[src/rtl/prince_affine_share_pipe.sv]
// PRINCE affine share layer, forward/inverse lane map with a valid/ready register pipeline.
// Define PRINCE_AFFINE_ISO_STAGE_EN to add a second, glitch-isolation register stage.
module prince_affine_share_pipe #(
    parameter int NIBBLES   = 16,
    parameter int SHARE_ONE = 1
) (
    input  logic                   clk,
    input  logic                   rst,
    input  logic                   in_valid,
    output logic                   in_ready,
    input  logic                   in_inv,
    input  logic [4*NIBBLES-1:0]   in_data,
    output logic                   out_valid,
    input  logic                   out_ready,
    output logic [4*NIBBLES-1:0]   out_data,
    output logic [15:0]            beat_cnt
);

    localparam int W = 4 * NIBBLES;
    localparam logic [3:0] C = (SHARE_ONE != 0) ? 4'b1011 : 4'b0000;

    function automatic logic [W-1:0] lane_map(input logic inv, input logic [W-1:0] d);
        logic [W-1:0] r;
        logic [3:0]   x;
        logic [3:0]   y;
        logic [3:0]   z;
        r = '0;
        for (int k = 0; k < NIBBLES; k++) begin
            x = d[4*k +: 4];
            y = '0;
            if (!inv) begin
                y[3] = C[3] ^ x[2];
                y[2] = C[2] ^ x[3] ^ x[1];
                y[1] = C[1] ^ x[2] ^ x[0];
                y[0] = C[0] ^ x[1] ^ x[0];
            end else begin
                z = x ^ C;
                y[2] = z[3];
                y[0] = z[1] ^ z[3];
                y[1] = z[0] ^ z[1] ^ z[3];
                y[3] = z[2] ^ z[0] ^ z[1] ^ z[3];
            end
            r[4*k +: 4] = y;
        end
        return r;
    endfunction

    logic           s1_valid_q, s1_valid_d;
    logic [W-1:0]   s1_data_q, s1_data_d;
    logic [15:0]    beat_cnt_q, beat_cnt_d;
    logic           s1_take;
    logic           in_fire;
    logic           out_fire;

    assign in_fire  = in_valid & in_ready;
    assign out_fire = out_valid & out_ready;

`ifdef PRINCE_AFFINE_ISO_STAGE_EN
    logic           s2_valid_q, s2_valid_d;
    logic [W-1:0]   s2_data_q, s2_data_d;
    logic           s1_adv;

    // Stage 1 drains into stage 2 whenever stage 2 is free or being emptied.
    assign s1_take = ~s2_valid_q | out_ready;
    assign s1_adv  = s1_valid_q & s1_take;

    always_comb begin
        s2_valid_d = s2_valid_q;
        s2_data_d  = s2_data_q;
        if (s1_take) begin
            s2_valid_d = s1_valid_q;
            if (s1_adv) begin
                s2_data_d = s1_data_q;
            end
        end
    end

    always_ff @(posedge clk or posedge rst) begin
        if (rst) begin
            s2_valid_q <= 1'b0;
            s2_data_q  <= '0;
        end else begin
            s2_valid_q <= s2_valid_d;
            s2_data_q  <= s2_data_d;
        end
    end

    assign out_valid = s2_valid_q;
    assign out_data  = s2_data_q;
`else
    assign s1_take   = out_ready;
    assign out_valid = s1_valid_q;
    assign out_data  = s1_data_q;
`endif

    assign in_ready = ~s1_valid_q | s1_take;

    always_comb begin
        s1_valid_d = s1_valid_q;
        s1_data_d  = s1_data_q;
        if (in_ready) begin
            s1_valid_d = in_valid;
        end
        if (in_fire) begin
            s1_data_d = lane_map(in_inv, in_data);
        end
    end

    always_comb begin
        beat_cnt_d = beat_cnt_q;
        if (out_fire) begin
            beat_cnt_d = beat_cnt_q + 16'd1;
        end
    end

    always_ff @(posedge clk or posedge rst) begin
        if (rst) begin
            s1_valid_q <= 1'b0;
            s1_data_q  <= '0;
            beat_cnt_q <= '0;
        end else begin
            s1_valid_q <= s1_valid_d;
            s1_data_q  <= s1_data_d;
            beat_cnt_q <= beat_cnt_d;
        end
    end

    assign beat_cnt = beat_cnt_q;

endmodule

[config.mk]
export PLATFORM = sky130hd
export DESIGN_NAME = prince_affine_share_pipe
export DESIGN_NICKNAME = d
export VERILOG_FILES = /design/src/rtl/prince_affine_share_pipe.sv
export SDC_FILE = /design/constraint.sdc
export NUM_CORES = 1
export LEC_CHECK = 0
export ABC_CLOCK_PERIOD_IN_PS = 3900
export BUFFER_PORTS_ARGS = -buffer_cell sky130_fd_sc_hd__buf_2
export CORE_MARGIN = 8
export CORE_UTILIZATION = 43
export CTS_CLUSTER_SIZE = 25
export DETAILED_ROUTE_END_ITERATION = 12
export MAX_ROUTING_LAYER = met4
export PLACE_DENSITY = 0.7
export SYNTH_ARGS = -nofsm -noshare
export SYNTH_HDL_FRONTEND = slang
export SYNTH_SLANG_ARGS = --single-unit
[constraint.sdc]
create_clock -name clk -period 3.9 [get_ports clk]
set_input_delay 0.78 -clock clk [delete_from_list [all_inputs] [get_ports clk]]
set_output_delay 0.78 -clock clk [all_outputs]
set_load 0.005 [all_outputs]
==> results by group <==
Clocking
  – Post-cts hold buffer count: 0
  – Clock transition at path regs: about 80 ps
  – Root buffer cell: clkbuf_8
  – CTS tree: done
  – Clk_lat worst skew: roughly 360 ps
  – # clock sinks: 81
  – Post_cts resized: 0
  – Number of setup buffers added after CTS: 0
  – H-Tree Depth: 3
  – CTS buffer count: 9
  – Max Root-Sink Buffers: 2

Finish
  – Layout cells sized above 1: 27.3%
  – N_diodes: 0
  – Final-layout fill cell count: 959
  – Nets: 698
  – Finished Cell Area: between 5000 and 6000 um2
  – P&R area growth vs syn: 23.0%

GRT
  – Global-route wire length before repair: 17,300 um
  – Overall Global Routing Usage: 15.5%
  – Number of global-route vias before repair: 3,676
  – Remaining global-route overflow: 0
  – Largest net degree at the start of global routing: 113
  – Initial antenna violation count: 0

Flow run
  – Max-cap violations: 0

Worst setup path
  – Delay-heaviest family, CP: buffers and inverters
  – CP required: 3120 ps
  – CP max FO: 4
  – WS Path Type: input port to primary output
  – Worst setup SP type: input port
  – Crit path arrival time: 1250 ps
  – Setup crit end kind: primary output
  – Crit path top cell by count: buf_2
  – CP Buf/Inv Count: 2
  – Slowest CP cell: nand2b_1
  – CP cell instances: buf_2, nand2b_1, buf_2
  – Crit-path max cell delay: 200 ps

Floorplan
  – Num rows: 37
  – IO Count: 151
  – Core Footprint: 10,100 um2
  – Initial core utilization: 43.7%
  – Die Y: between 100 and 150 um
  – Die Width: 117 um
  – DIE AREA: 13,800 um2

STA
  – Final Critical Period: 2030 ps
  – Final setup vio count: 0
  – Final clock skew: 14.4 ps
  – Final hold violation count: 0
  – Count of pins over their slew limit: 0
  – Slew headroom: 25.5%
  – RSZ-0062 raised after global routing: false
  – Setup tns final: 0 ps
  – Worst-Margin Slew: 1120 ps
  – Tcrit/Tclk final: 52.1%
  – FMAX: 492 MHz

Drt
  – Initial drt markers: 158
  – DRC Markers: 0
  – Post-route ant nets: 0
  – Routed len/inst: 13.6 um
  – Final WL: between 10,000 and 15,000 um
  – DR vias: 3,662
  – Initial DRT Pass Iterations: 4
  – Avg Vias per Cell: 4.76

Place
  – Dpl hpwl: 7900 um
  – Placed Area: 5230 um2
  – PortBufs: 150
  – Final RePlAce weighted congestion: 0.771

Power and ir drop
  – VDD IR max: roughly 0.17 mV
  – NetSw: 0.000712 W
  – PD cells: around 430 nW/um2
  – Leak: between 2 and 3 nW
  – Combinational Power Share: 24.6%
  – Flop pwr share: 46.2%
  – Clock network fraction of total power: 29.3%
  – Power Internal: between 0.0015 and 0.002 W
  – Sw frac: between 30% and 40%

Synthesis
  – Cell Area, Synth: 4430 um2
  – Sequential area share after synthesis: 45.8%
  – Syn_area_per_cell: between 9 and 10 um2
  – Number of distinct library cells after synthesis: 25
  – Yosys reg bits: 81
  – Synth Warn #: 0
  – Gate Count Post-Synth: 489
  – Syn Nets: ~560

Status
  – Status: completed

Hold path
  – Worst hold path class: flop to flop
==> flip-flops by register name, indices dropped and copies added, names as in the netlist <==
signal / flops
out_valid: 1
beat_cnt: 16
out_data: 64
==> cell type report <==
class / instances / area [um2] / area share, %
clock inverter: 5 / 78.8 / 1.45
timing repair buffer: 154 / 783 / 14.4
clock buffer: 11 / 141 / 2.60
tap: 136 / 170 / 3.12
inverter: 1 / 5.00 / 0.0919
sequential: 81 / 2030 / 37.2
multi-input combinational: 381 / 2240 / 41.1
==> kinds of logic after synthesis <==
family / after synthesis / share of synthesized area, %
buf+inv: 27 / 3.81
xor+xnor: 95 / 18.8
fa+ha+maj: 1 / 0.283
compound gates: 96 / 10.9
simple gates: 172 / 16.6
flops: 81 / 45.8
mux: 17 / 3.87
==> cells in the final DEF, fill, tap and decap left out, types with 2 or more instances in the layout <==
master,instances
nand3_1,4
xor2_1,52
buf_2,149
nand2b_1,18
nand4_1,5
and4_1,2
and3_1,2
xnor2_1,43
clkinv_2,3
nand2_1,101
a21oi_1,16
mux2i_1,16
buf_4,5
bufinv_16,2
nor2_1,36
dfrtp_1,81
o21ai_1,79
clkbuf_8,10
==> stage by stage <==
step                hold slack [ps]  total power (W)  cells  utilization (%)  setup WS (ps)
finish                          476          0.00235    769             53.7           1870
CTS                             481          0.00239    769             53.7           1870
global placement                461          0.00167    753             51.5           1680
global route                    494          0.00250    769             53.7           1820
floorplan                       468          0.00142    489                -           1040
detailed placement              469          0.00170    753             51.5           1610
==> per-layer routing <==
layer	track usage, %	wire [um]	up-vias
li1	-	-	1872
met1	17.3	4560	1685
met2	25.2	5050	88
met3	4.46	635	17
met4	7.13	236	0
met5	-	0	-
==> path summary, 6_finish.rpt <==
kind | depth (start not counted) | slack, ps | startpoint | end
hold reg to reg | 1 | 480 | beat_cnt[15] | beat_cnt[15]
max in group asynchronous | 3 | 2480 | rst | out_data[56]
setup reg to reg | 5 | 2210 | out_valid | out_data[15]
hold / removal | 1 | 480 | beat_cnt[15] | beat_cnt[15]
setup / recovery | 3 | 1870 | out_ready | in_ready
min in group asynchronous | 2 | 670 | rst | beat_cnt[12]
==> cells in the mapped netlist, drive strengths merged <==
cell | number | area (um2)
clkbuf | 2 | 7.51
inv | 1 | 3.75
dfrtp | 81 | 2030
and2b | 1 | 7.51
nand4 | 5 | 31.3
and4 | 2 | 17.5
buf | 24 | 158
xnor2 | 43 | 377
xor2 | 52 | 455
o21ai | 80 | 400
nor3 | 1 | 10.0
nand2b | 18 | 113
mux2 | 1 | 11.3
a21oi | 16 | 80.1
nand2 | 102 | 383
or2 | 1 | 6.26
nand3 | 4 | 20.0
nor2 | 36 | 135
and3 | 2 | 12.5
ha | 1 | 12.5
mux2i | 16 | 160
==> power groups by stage <==
stage	clock network, W	registers, W	logic (W)
3_3_place_gp	0	0.00110	0.000576
2_1_floorplan	0	0.00110	0.000315
6_report	0.000688	0.00109	0.000578
5_1_grt	0.000737	0.00111	0.000654
3_5_place_dp	0	0.00110	0.000593
4_1_cts	0.000709	0.00109	0.000593
No activity file was read; power rests on OpenSTA's default activity.
